## src/rtl/demux_pkg.sv

```systemverilog
// Shared constants, state encoding and select decode for the round-robin demux dispatcher.
// Build option DEMUX_SKIP_BUSY_EN is consumed only by rr_next_sel.
package demux_pkg;

    localparam int DEMUX_CH    = 8;
    localparam int DEMUX_SEL_W = 3;

    typedef enum logic {
        EMPTY = 1'b0,
        FULL  = 1'b1
    } state_e;

    function automatic logic [DEMUX_CH-1:0] onehot8(input logic [DEMUX_SEL_W-1:0] sel);
        logic [DEMUX_CH-1:0] oh;
        oh      = '0;
        oh[sel] = 1'b1;
        return oh;
    endfunction

endpackage

```

## src/rtl/demux_rr_dispatch_rr_next_sel.sv

```systemverilog
// Picks the channel for the next accepted word from the rotation pointer.
// DEMUX_SKIP_BUSY_EN: skip lanes whose consumer is not ready; otherwise strict rotation.
module rr_next_sel
    import demux_pkg::*;
(
    input  logic [DEMUX_SEL_W-1:0] ptr,
    input  logic [DEMUX_CH-1:0]    ch_ready,
    output logic [DEMUX_SEL_W-1:0] nxt
);

`ifdef DEMUX_SKIP_BUSY_EN
    logic                   found;
    logic [DEMUX_SEL_W-1:0] cand;

    // First ready lane at or after ptr; falls back to ptr when every lane is busy.
    always_comb begin
        nxt   = ptr;
        found = 1'b0;
        cand  = ptr;
        for (int k = 0; k < DEMUX_CH; k++) begin
            cand = ptr + DEMUX_SEL_W'(k);
            if (!found && ch_ready[cand]) begin
                nxt   = cand;
                found = 1'b1;
            end
        end
    end
`else
    logic unused_ch_ready;

    assign nxt             = ptr;
    assign unused_ch_ready = ^ch_ready;
`endif

endmodule

```

## src/rtl/demux_rr_dispatch.sv

```systemverilog
// Round-robin dispatcher: one-word output register feeding an 8-way demux, lanes served in turn.
// Build option DEMUX_SKIP_BUSY_EN (in rr_next_sel) lets the rotation skip stalled lanes.
//
//   state | meaning
//   EMPTY | no word held, input accepted unconditionally
//   FULL  | word held on lane cur_sel, replaced only in the cycle it is delivered
module demux_rr_dispatch
    import demux_pkg::*;
#(
    parameter int width = 8,
    parameter int snum  = 3
) (
    input  logic                clk,
    input  logic                rst,
    input  logic [width-1:0]    i,
    input  logic                i_valid,
    output logic                i_ready,
    input  logic                flush,
    input  logic [DEMUX_CH-1:0] ch_ready,
    output logic [width-1:0]    o0,
    output logic [width-1:0]    o1,
    output logic [width-1:0]    o2,
    output logic [width-1:0]    o3,
    output logic [width-1:0]    o4,
    output logic [width-1:0]    o5,
    output logic [width-1:0]    o6,
    output logic [width-1:0]    o7,
    output logic [DEMUX_CH-1:0] o_valid,
    output logic [snum-1:0]     sel,
    output logic [15:0]         disp_cnt
);

    state_e                 state_q,    state_d;
    logic [width-1:0]       out_data_q, out_data_d;
    logic [DEMUX_SEL_W-1:0] cur_sel_q,  cur_sel_d;
    logic [DEMUX_SEL_W-1:0] ptr_q,      ptr_d;
    logic [15:0]            disp_cnt_q, disp_cnt_d;

    logic [DEMUX_SEL_W-1:0] nxt;
    logic                   deliver;
    logic                   load;
    logic [width-1:0]       o_arr [DEMUX_CH];

    rr_next_sel u_rr_next_sel (
        .ptr      (ptr_q),
        .ch_ready (ch_ready),
        .nxt      (nxt)
    );

    assign deliver = (state_q == FULL) && ch_ready[cur_sel_q];
    assign load    = i_valid && i_ready;

    always_ff @(posedge clk) begin
        if (rst) begin
            state_q    <= EMPTY;
            out_data_q <= '0;
            cur_sel_q  <= '0;
            ptr_q      <= '0;
            disp_cnt_q <= '0;
        end else begin
            state_q    <= state_d;
            out_data_q <= out_data_d;
            cur_sel_q  <= cur_sel_d;
            ptr_q      <= ptr_d;
            disp_cnt_q <= disp_cnt_d;
        end
    end

    always_comb begin
        state_d    = state_q;
        out_data_d = out_data_q;
        cur_sel_d  = cur_sel_q;
        ptr_d      = ptr_q;
        disp_cnt_d = disp_cnt_q;
        // Flush drops the held word without counting a same-cycle delivery.
        if (flush) begin
            state_d = EMPTY;
            ptr_d   = '0;
        end else begin
            if (deliver) begin
                disp_cnt_d = disp_cnt_q + 16'd1;
            end
            if (load) begin
                state_d    = FULL;
                out_data_d = i;
                cur_sel_d  = nxt;
                ptr_d      = nxt + DEMUX_SEL_W'(1);
            end else if (deliver) begin
                state_d = EMPTY;
            end
        end
    end

    // Outputs are forced quiet while reset is asserted, before the registers clear.
    always_comb begin
        o_valid = '0;
        i_ready = 1'b0;
        sel     = '0;
        if (!rst) begin
            if (state_q == FULL) begin
                o_valid = onehot8(cur_sel_q);
            end
            i_ready = !flush && ((state_q == EMPTY) || deliver);
            sel     = snum'(cur_sel_q);
        end
        for (int k = 0; k < DEMUX_CH; k++) begin
            o_arr[k] = o_valid[k] ? out_data_q : '0;
        end
    end

    assign o0       = o_arr[0];
    assign o1       = o_arr[1];
    assign o2       = o_arr[2];
    assign o3       = o_arr[3];
    assign o4       = o_arr[4];
    assign o5       = o_arr[5];
    assign o6       = o_arr[6];
    assign o7       = o_arr[7];
    assign disp_cnt = disp_cnt_q;

endmodule

```

## config.mk

```make
export PLATFORM = sky130hd
export DESIGN_NAME = demux_rr_dispatch
export DESIGN_NICKNAME = d
export VERILOG_FILES = /design/src/rtl/demux_pkg.sv /design/src/rtl/demux_rr_dispatch_rr_next_sel.sv /design/src/rtl/demux_rr_dispatch.sv
export SDC_FILE = /design/constraint.sdc
export NUM_CORES = 1
export LEC_CHECK = 0
export ABC_AREA = 1
export CAP_MARGIN = 10
export CELL_PAD_IN_SITES_DETAIL_PLACEMENT = 1
export CELL_PAD_IN_SITES_GLOBAL_PLACEMENT = 1
export CORE_UTILIZATION = 27
export CTS_BUF_LIST = sky130_fd_sc_hd__clkbuf_4 sky130_fd_sc_hd__clkbuf_8
export DETAILED_ROUTE_END_ITERATION = 7
export GPL_TIMING_DRIVEN = 0
export PLACE_DENSITY = 0.95
export REMOVE_ABC_BUFFERS = 1
export SLEW_MARGIN = 5
export SYNTH_ARGS = -nofsm -noshare
export SYNTH_HDL_FRONTEND = slang
export SYNTH_SLANG_ARGS = --single-unit
```

## constraint.sdc

```tcl
create_clock -name clk -period 2.34 [get_ports clk]
set_input_delay 0.468 -clock clk [delete_from_list [all_inputs] [get_ports clk]]
set_output_delay 0.468 -clock clk [all_outputs]
set_load 0.05 [all_outputs]
```

Word level (Yosys, flattened, before mapping) --
Index checks and enable logic that the tools add are counted.
Storage, ports and cells: flip-flop bits (word level) 31, bits in latches 0, memory bits (writable) 0, ROM bits 0, memories 0
Operators by class: add/sub/neg operators 2, multipliers 0, div/mod/pow operators 0, $lt $le $gt $ge 2, eq/ne operators 0, shifts and indexed selects 0, mux-type cells 18, bitwise operators 2, reduce and logical (&&, ||, !) cells 10
Operator list (number):
- 8-bit two-way mux | 10
- 16-bit by 1-bit adder with 16-bit output (second input constant) | 1
- 1-bit two-way mux | 5
- 1-bit logical AND | 4
- 3-bit by 4-bit less-than comparator with 1-bit output (second input constant) | 1
- 2-bit AND reduction | 2
- 3-bit by 1-bit adder with 3-bit output (second input constant) | 1
- 1-bit binary-select mux with 3-bit select | 1
- 1-bit demux with 3-bit select | 1
- 3-bit by 1-bit greater-or-equal comparator with 1-bit output (second input constant) | 1
- 3-bit two-way mux | 1
- 1-bit inverter | 2
- 2-bit nonzero test | 1
- 2-bit OR reduction | 1
- 1-bit logical NOT | 1
- 1-bit logical OR | 1

Logic depth before layout (Yosys ltp) --
Gate-level depths: netlist (run 1).
depth in word-level cells 8, depth in mapped cells 11

Cells and area by module --
From an unflattened synthesis (run 1), not the netlist that was laid out.
Unflattened totals: cells, all modules 341, area, all modules 2044.5 sq um
Modules (own cells, without submodules):
- demux_rr_dispatch | instances 1, cells each 338, area an instance 2021.9 sq um, sequential area each 620.6 sq um
- rr_next_sel | instances 1, cells each 3, area an instance 22.5 sq um, sequential area each 0.0 sq um

Least setup slack after synthesis (run 1) --
Ideal clock, no wire load.
kind input to output, start in rst, end out o1[0], arrival time 3.274 ns, data required time 1.872 ns, path slack -1.402 ns, stages on the path 6, buffers on the path 1, cell sequence clkbuf_1 -> nor2_1 -> nand2_1 -> nor2_1 -> inv_1 -> nor2_1
On the way: word-level cells in the longest chain between the ends 2
Ends and longest elaborated chain:
- from (decl) | RTL line demux_rr_dispatch.sv:14 | input logic rst,
- 8-bit two-way mux | RTL line demux_rr_dispatch.sv:99 | if (!rst) begin
- named net o_valid[1] | RTL line demux_rr_dispatch.sv:28 | output logic [DEMUX_CH-1:0] o_valid,
- 8-bit two-way mux | RTL line demux_rr_dispatch.sv:107 | o_arr[k] = o_valid[k] ? out_data_q : '0;
- to (decl) | RTL line demux_rr_dispatch.sv:21 | output logic [width-1:0] o1,
The timed path passes the listed nets, and every way through them passes these cells.

Final worst setup path (run 1) --
start in rst, end out o_valid[5]
On the way: word-level cells in the longest chain between the ends 1
Ends and longest elaborated chain (RTL line):
- 8-bit two-way mux | demux_rr_dispatch.sv:99
- to (decl) | demux_rr_dispatch.sv:28
Every way passes these cells.

==> flow_summary.rst, run 1 <==
.. list-table::
   :header-rows: 1

   * - Metric
     - Value
   * - Run status
     - completed
   * - Post-synth EDFFs
     - 0
   * - Critical Path Source Type
     - input port
   * - Final Cell Area
     - 3050 µm²
   * - Buffer count from post-CTS setup fixing
     - 0
   * - Count of clock tree sinks
     - 31
   * - Sum Neg Setup Slack
     - 0 ns
   * - Routed len/inst
     - 14.4 µm
   * - Antenna diode count
     - 0
   * - IR drop worst, VDD
     - 0.181 mV
   * - Number of filler instances in the final layout
     - 943
   * - Total of max-cap violations
     - 0
   * - Power per cell area
     - 368 nW/µm²
   * - Die X
     - 87.8 µm
   * - Area of the die
     - 7710 µm²
   * - Category of the worst setup path capture point
     - primary output
   * - Wire length reported by the detailed router
     - 7940 µm
   * - Worst Path Class, Setup
     - in2out
   * - Critical path cell sequence
     - buf_2, nor2_1, nand2_1, nor2_1, clkdlybuf4s15_1
   * - Slew at the pin with the worst max-slew slack
     - 0.536 ns
   * - Largest area contributor in the netlist
     - sky130_fd_sc_hd__dfxtp_1
   * - Headroom to the max-slew limit
     - 64.2%
   * - CTS HTree Levels
     - 2
   * - Number of global-route vias before repair
     - 2589
   * - Pin count of the biggest net entering global routing
     - 27
   * - Class of the tightest hold or removal check
     - reg2reg
   * - Critical path arrival
     - 1.78 ns
   * - Total grt overflow
     - 0
   * - Count of pins on the block boundary
     - 112
   * - Post-CTS Hold Fix Bufs
     - 0
   * - Starting density of the core
     - 28.6%
   * - Mean number of vias per cell
     - 4.66
   * - Antenna violations before repair
     - 0
   * - Last weighted congestion value of the routability-driven placer
     - 0.819
   * - Register bit count reported by yosys
     - 31
   * - Achievable frequency
     - 446 MHz
   * - Share of final-layout standard cells stronger than drive strength 1
     - 21.4%
   * - Maximum clock path buffer count
     - 2
   * - CP peak stage delay
     - 0.53 ns
   * - Routed vias
     - 2578
   * - Finish-stage setup viols
     - 0
   * - Worst EP required
     - 1.87 ns
   * - Overall Global Routing Usage
     - 20.5%
   * - Count of antenna-violating nets left after detailed routing
     - 0
   * - Root cell of the clock tree
     - sky130_fd_sc_hd__clkbuf_8
   * - Total number of nets in the final design
     - 479
   * - Detailed-router iteration count before antenna repair
     - 5
   * - Slowest stage cell, crit path
     - sky130_fd_sc_hd__clkdlybuf4s15_1
   * - Cell variety after synth
     - 23
   * - Drt initial violations
     - 70
   * - Flip-flop cell with the highest count after synthesis
     - sky130_fd_sc_hd__dfxtp_1
   * - Remaining routing DRC violations
     - 0
   * - Worst-skew pair later-pin latency
     - 0.28 ns
   * - Wire length of the first global-routing pass
     - 12300 µm
   * - # port buffers
     - 111
   * - Max Slew Vio Count
     - 0
   * - Crit path time final
     - 2.24 ns
   * - Cell types with the largest area share after synthesis
     - sky130_fd_sc_hd__dfxtp_1 31%, sky130_fd_sc_hd__nor2_1 21%, sky130_fd_sc_hd__nand2_1 15%
   * - Number of standard cells after synthesis
     - 346
   * - Clock tree from TritonCTS
     - built
   * - Top cell types by occurrence after synthesis
     - 111 x sky130_fd_sc_hd__nor2_1, 77 x sky130_fd_sc_hd__nand2_1, 43 x sky130_fd_sc_hd__inv_1
   * - Most common cell type on the critical path
     - sky130_fd_sc_hd__nor2_1
   * - Setup repair after global routing missed its margin
     - yes
   * - Placed instance area
     - 3180 µm²
   * - CTS Buf Count
     - 5
   * - Core area
     - 6940 µm²
   * - Final Skew
     - 0.00548 ns
   * - Leakage power
     - 1.34 nW
   * - Tcrit/Tclk final
     - 95.9%
   * - Area overhead of the layout relative to synthesis
     - 53.7%
   * - Final Hold Vio Count
     - 0
   * - Yosys synthesis warning count
     - 0
   * - Worst-path maximum fanout
     - 17
   * - Share of synthesized area occupied by flip-flops and latches
     - 31.2%
   * - Final-layout worst hold slack
     - 0.498 ns
   * - Die span in y
     - 87.8 µm
   * - Share of the synthesized area in the top cell type
     - 31.2%
   * - Cell Rows
     - 30
   * - Synthesized area
     - 1990 µm²
   * - HPWL after detailed placement
     - 6150 µm
   * - Clock-pin slew of the registers on the worst-case setup and hold paths
     - 0.06 ns
   * - Fraction of registers with async set/reset
     - 0%
   * - Crit path buffers/inverters
     - 2
   * - Cell class contributing the biggest share of worst-path delay
     - buffers and inverters
   * - Synthesized area per cell
     - 5.74 µm²
   * - Most frequently used cell type in the post-synthesis netlist
     - sky130_fd_sc_hd__nor2_1
==> cell type report <==
cell class | instances | area, µm² | share of cell area [%]
well taps | 96 | 120 | 3.93
repair buffers | 112 | 880 | 28.8
inverters | 52 | 195 | 6.39
flip-flops and latches | 31 | 623 | 20.4
clock inverters | 1 | 5.00 | 0.164
clock buffers | 6 | 82.6 | 2.70
multi-input cells | 255 | 1150 | 37.6
==> state kept, by name (all words and copies together) (netlist names) <==
name / cells
cur_sel_q: 3
disp_cnt: 16
out_data_q: 8
ptr_q: 3
state_q: 1
==> power by group <==
part | switching [mW] | total [mW] | internal [mW]
registers | 0.00751 | 0.547 | 0.539
logic | 0.0915 | 0.144 | 0.0523
clock network | 0.202 | 0.433 | 0.231
==> path summary, 6_finish.rpt <==
path	start	end	slack, ns	cells past startpoint
worst max-delay path	rst	o_valid[5]	0.1	5
worst min register to register	disp_cnt[14]$_SDFFE_PP0P_	disp_cnt[14]$_SDFFE_PP0P_	0.50	2
worst max register to register	cur_sel_q[1]$_SDFFE_PP0P_	disp_cnt[12]$_SDFFE_PP0P_	0.51	8
worst min-delay path	disp_cnt[14]$_SDFFE_PP0P_	disp_cnt[14]$_SDFFE_PP0P_	0.50	2
==> placed cells by master, fill, tap and decap left out <==
| master | netlist | final |
|---|---|---|
| sky130_fd_sc_hd__nand4_1 | 4 | 4 |
| sky130_fd_sc_hd__clkdlybuf4s15_1 | 0 | 3 |
| sky130_fd_sc_hd__clkinv_2 | 0 | 1 |
| sky130_fd_sc_hd__clkinv_1 | 8 | 8 |
| sky130_fd_sc_hd__nor2_4 | 0 | 1 |
| sky130_fd_sc_hd__nand2_4 | 1 | 1 |
| sky130_fd_sc_hd__nor2_2 | 1 | 5 |
| sky130_fd_sc_hd__clkdlybuf4s50_1 | 0 | 37 |
| sky130_fd_sc_hd__buf_2 | 3 | 21 |
| sky130_fd_sc_hd__nor2_1 | 111 | 106 |
| sky130_fd_sc_hd__inv_2 | 1 | 8 |
| sky130_fd_sc_hd__nor3_1 | 11 | 11 |
| sky130_fd_sc_hd__nor3b_1 | 1 | 1 |
| sky130_fd_sc_hd__nand2_1 | 77 | 77 |
| sky130_fd_sc_hd__nand3_4 | 1 | 1 |
| sky130_fd_sc_hd__xor2_1 | 10 | 10 |
| sky130_fd_sc_hd__o21ai_0 | 4 | 4 |
| sky130_fd_sc_hd__clkbuf_2 | 0 | 5 |
| sky130_fd_sc_hd__o21ai_1 | 2 | 1 |
| sky130_fd_sc_hd__ha_1 | 2 | 2 |
| sky130_fd_sc_hd__buf_4 | 1 | 20 |
| sky130_fd_sc_hd__dfxtp_1 | 31 | 29 |
| sky130_fd_sc_hd__a21oi_1 | 18 | 18 |
| sky130_fd_sc_hd__inv_1 | 43 | 36 |
| sky130_fd_sc_hd__o21ai_2 | 0 | 1 |
| sky130_fd_sc_hd__buf_6 | 1 | 1 |
| sky130_fd_sc_hd__nand3b_1 | 2 | 2 |
| sky130_fd_sc_hd__clkbuf_8 | 0 | 6 |
| sky130_fd_sc_hd__dfxtp_2 | 0 | 2 |
| sky130_fd_sc_hd__clkbuf_4 | 0 | 25 |
| sky130_fd_sc_hd__nand3_1 | 10 | 10 |
==> worst register-to-register path: stages, from the launching register on <==
cell	delay (ns)
sky130_fd_sc_hd__dfxtp_1	0.34
sky130_fd_sc_hd__inv_1	0.12
sky130_fd_sc_hd__nor2_2	0.07
sky130_fd_sc_hd__nand3_1	0.08
sky130_fd_sc_hd__nand2_1	0.10
sky130_fd_sc_hd__o21ai_2	0.43
sky130_fd_sc_hd__inv_1	0.33
sky130_fd_sc_hd__nand2_1	0.17
sky130_fd_sc_hd__a21oi_1	0.07
==> repair_timing <==
action	CTS	global route
endpoints found under the hold margin	0	0
setup endpoints to repair	80	74
gates resized for setup	361	51
==> kinds of logic after synthesis <==
| group | after synthesis | synth area share (%) |
|---|---|---|
| AND/OR/NAND/NOR | 219 | 45.0 |
| adder cells (fa/ha/maj) | 2 | 1.26 |
| XOR/XNOR | 10 | 4.41 |
| AO/OA/AOI/OAI | 24 | 6.05 |
| flip-flops | 31 | 31.2 |
| buffers and inverters | 60 | 12.1 |
==> metal layers <==
layer,GRT usage [%],vias to the layer above,routed length (µm)
met1,23.5,1221,3240
met3,3.11,17,383
met2,38.0,74,4120
met4,7.75,0,199
met5,0,-,0
li1,-,1266,-
==> metrics by stage <==
stage                     utilization, %  cells  total power, mW  worst slack, ns
after floorplan                        -    338            0.633            -1.23
after global placement              45.7    545            0.695            -1.06
after detailed placement            45.9    546            0.701            -1.19
after CTS                           43.2    553             1.13         0.000223
after global routing                44.0    553             1.18          -0.0150
final                               44.0    553             1.12           0.0955
Power figures use the tool's default switching activity.
==> run 2, diff against run 1 <==
--- a/config.mk
+++ b/config.mk
@@ -9,8 +9,7 @@
 export CAP_MARGIN = 10
 export CELL_PAD_IN_SITES_DETAIL_PLACEMENT = 1
 export CELL_PAD_IN_SITES_GLOBAL_PLACEMENT = 1
-export CORE_UTILIZATION = 27
-export CTS_BUF_LIST = sky130_fd_sc_hd__clkbuf_4 sky130_fd_sc_hd__clkbuf_8
+export CORE_UTILIZATION = 26
 export DETAILED_ROUTE_END_ITERATION = 7
 export GPL_TIMING_DRIVEN = 0
 export PLACE_DENSITY = 0.95
@@ -19,3 +18,4 @@
 export SYNTH_ARGS = -nofsm -noshare
 export SYNTH_HDL_FRONTEND = slang
 export SYNTH_SLANG_ARGS = --single-unit
+export TNS_END_PERCENT = 1
==> flow_summary.rst, run 2 (same netlist as run 1, synthesis figures left out) <==
.. list-table::
   :header-rows: 1

   * - Metric
     - Value
   * - Run status
     - finished with violations
   * - Violated checks
     - negative setup slack
   * - Wire length of the first global-routing pass
     - 12600 µm (+2.1%)
   * - Wire length reported by the detailed router
     - 8230 µm (+3.7%)
   * - Starting density of the core
     - 27.1% (-1.5 points)
   * - Leading cell type in the layout, fill and taps excluded
     - sky130_fd_sc_hd__nor2_1
   * - Final Skew
     - 0.00437 ns (-0.00111 ns)
   * - Detail Route met3 WL
     - 303 µm (-21%)
   * - Worst-path maximum fanout
     - 17 (unchanged)
   * - Die span in y
     - 89.4 µm (+1.9%)
   * - HPWL after detailed placement
     - 6560 µm (+6.8%)
   * - Clock group share of total power
     - 41.0% (+2.5 points)
   * - Mean number of vias per cell
     - 4.60 (-1.3%)
   * - Last weighted congestion value of the routability-driven placer
     - 0.818 (about the same)
   * - Antenna diode count
     - 0 (unchanged)
   * - Fraction of power consumed by sequential logic
     - 46.8% (-1.9 points)
   * - Sum Neg Setup Slack
     - -0.205 ns (-0.205 ns)
   * - Critical Path Source Type
     - input port
   * - Class of the tightest hold or removal check
     - reg2reg
   * - Count of clock tree sinks
     - 31 (unchanged)
   * - Cell Rows
     - 31 (+3.3%)
   * - R2r setup slk
     - 0.40 ns (-0.11 ns)
   * - Category of the worst setup path capture point
     - primary output
   * - Highest metal layer with signal wires
     - met4
   * - Leakage power
     - 1.40 nW (+4.7%)
   * - Critical path arrival
     - 1.91 ns (+0.13 ns)
   * - Pin count of the biggest net entering global routing
     - 27 (unchanged)
   * - Drt initial violations
     - 88 (+26%)
   * - Int Power
     - 0.860 mW (+4.5%)
   * - Reg2reg start
     - cur_sel_q[0]$_SDFFE_PP0P_
   * - Count of antenna-violating nets left after detailed routing
     - 0 (unchanged)
   * - Area of the die
     - 8000 µm² (+3.8%)
   * - Leading cell types in the layout, fill and taps excluded
     - 110 x sky130_fd_sc_hd__nor2_1, 77 x sky130_fd_sc_hd__nand2_1, 56 x sky130_fd_sc_hd__buf_4
   * - PnR worst setup slack
     - -0.0361 ns (-0.132 ns)
   * - Slew at the pin with the worst max-slew slack
     - 0.548 ns (+0.0122 ns)
   * - Core area
     - 7330 µm² (+5.6%)
   * - Routed vias
     - 2564 (-0.54%)
   * - Final Hold Vio Count
     - 0 (unchanged)
   * - Overall Global Routing Usage
     - 20.5% (+0.052 points)
   * - Finish-stage setup viols
     - 15 (+15)
   * - Crit path time final
     - 2.38 ns (+0.132 ns)
   * - Critical path startpoint
     - rst
   * - Clock tree from TritonCTS
     - built
   * - Root cell of the clock tree
     - sky130_fd_sc_hd__clkbuf_8
   * - Count of pins on the block boundary
     - 112 (unchanged)
   * - Tcrit/Tclk final
     - 102% (+5.6 points)
   * - Power per cell area
     - 373 nW/µm² (+1.5%)
   * - Share of final-layout standard cells stronger than drive strength 1
     - 17.7% (-3.8 points)
   * - Met2 routed wirelength
     - 4370 µm (+6.2%)
   * - Achievable frequency
     - 421 MHz (-5.5%)
   * - CTS HTree Levels
     - 2 (unchanged)
   * - Total of max-cap violations
     - 0 (unchanged)
   * - Clock-pin slew of the registers on the worst-case setup and hold paths
     - 0.07 ns (about the same)
   * - # port buffers
     - 111 (unchanged)
   * - Flip-flop count of the largest register, all copies and words added
     - 16 (unchanged)
   * - IR drop worst, VDD
     - 0.294 mV (+63%)
   * - Worst Reg2Reg Path Length in Cells
     - 9 (+1)
   * - Area overhead of the layout relative to synthesis
     - 57.4%
   * - Combinational share of power
     - 12.2% (-0.6 points)
   * - Worst slack at placement
     - -1.20 ns (-0.0184 ns)
   * - Antenna violations before repair
     - 0 (unchanged)
   * - Setup repair after global routing missed its margin
     - yes
   * - Number of global-route vias before repair
     - 2561 (-1.1%)
   * - Remaining routing DRC violations
     - 0 (unchanged)
   * - CTS Buf Count
     - 5 (unchanged)
   * - Crit Reg-Reg Endpoint
     - disp_cnt[9]$_SDFFE_PP0P_
   * - Max Slew Vio Count
     - 0 (unchanged)
   * - Worst Path Class, Setup
     - in2out
   * - Die X
     - 89.4 µm (+1.9%)
   * - Worst-skew pair later-pin latency
     - 0.29 ns (about the same)
   * - Termination of the worst setup path
     - o5[5]
   * - Total number of nets in the final design
     - 479 (unchanged)
   * - Detailed-route wire length on metal 1
     - 3360 µm (+3.6%)
   * - Total grt overflow
     - 0 (unchanged)
   * - Switching Power
     - 0.308 mW (+2.2%)
   * - Worst EP required
     - 1.87 ns (about the same)
   * - Routed len/inst
     - 14.8 µm (+2.9%)
   * - Final cell utilization of the core
     - 42.7% (-1.3 points)
   * - Headroom to the max-slew limit
     - 63.4% (-0.76 points)
   * - Sw Ratio
     - 26.4% (-0.44 points)
   * - Detailed-router iteration count before antenna repair
     - 4 (-1)
   * - Post-CTS Hold Fix Bufs
     - 0 (unchanged)
   * - Maximum clock path buffer count
     - 2 (unchanged)
==> run 2: changes by cell type in the layout (fill, tap and decap cells not counted), sizes merged <==
cell / change
dlygate4sd2: +9
clkbuf: -20
clkinv: -1
clkdlybuf4s15: -2
buf: +16
dlymetal6s2s: +1
clkdlybuf4s50: -2
==> run 2: what timing repair did <==
| action | CTS | global route |
|---|---|---|
| buffers inserted | 0 | 0 |
| resized for setup | 392 | 13 |
| endpoints found under the setup margin | 76 | 86 |
| gates cloned | 0 | 0 |
==> run 2: metal layers <==
layer  vias to the layer above  GRT usage, %
met3                        20          4.52
met1                      1229          23.7
met5                         -             0
li1                       1266             -
met4                         0          8.08
met2                        49          36.8
==> run 2: critical path, cell delays in order <==
cell and delay (ns):
sky130_fd_sc_hd__clkdlybuf4s15_2 0.35, sky130_fd_sc_hd__nor2_1 0.20, sky130_fd_sc_hd__nand2_1 0.13, sky130_fd_sc_hd__nor2_1 0.17, sky130_fd_sc_hd__inv_1 0.17, sky130_fd_sc_hd__nor2_1 0.18
sky130_fd_sc_hd__buf_4 0.23
==> run 2: power groups by stage <==
stage | clock network, mW | registers, mW | logic (mW)
finish | 0.479 | 0.546 | 0.142
CTS | 0.491 | 0.546 | 0.143
global route | 0.506 | 0.548 | 0.158
detailed placement | 0 | 0.558 | 0.143
floorplan | 0 | 0.558 | 0.0755
global placement | 0 | 0.557 | 0.138
==> run 2: how the worst min path moves through the flow <==
stage / cells past startpoint / slack (ns) / start / endpoint
2_1_floorplan: 2 / 0.46 / ptr_q[0]$_SDFFE_PP0P_ / ptr_q[0]$_SDFFE_PP0P_
3_3_place_gp: 2 / 0.47 / disp_cnt[14]$_SDFFE_PP0P_ / disp_cnt[14]$_SDFFE_PP0P_
3_5_place_dp: 2 / 0.49 / ptr_q[0]$_SDFFE_PP0P_ / ptr_q[0]$_SDFFE_PP0P_
4_1_cts: 2 / 0.50 / ptr_q[0]$_SDFFE_PP0P_ / ptr_q[0]$_SDFFE_PP0P_
5_1_grt: 2 / 0.53 / ptr_q[0]$_SDFFE_PP0P_ / ptr_q[0]$_SDFFE_PP0P_
6_report: 2 / 0.50 / ptr_q[0]$_SDFFE_PP0P_ / ptr_q[0]$_SDFFE_PP0P_
==> run 2: cell type report <==
class / count / area, µm²
Clock buffer: 8 / 100
Inverter: 52 / 195
Tap cell: 99 / 124
Fill cell: 1014 / 4200
Sequential cell: 31 / 621
Timing Repair Buffer: 112 / 950
Multi-Input combinational cell: 255 / 1140
==> run 2: metrics by stage <==
stage / hold slack [ns] / instances / instance area (µm²) / total power, mW
after global placement: 0.472 / 548 / 3180 / 0.695
after detailed placement: 0.488 / 549 / 3190 / 0.701
after global routing: 0.531 / 557 / 3130 / 1.21
after floorplan: 0.458 / 338 / 1940 / 0.633
after CTS: 0.500 / 557 / 3100 / 1.18
final: 0.501 / 557 / 3130 / 1.17
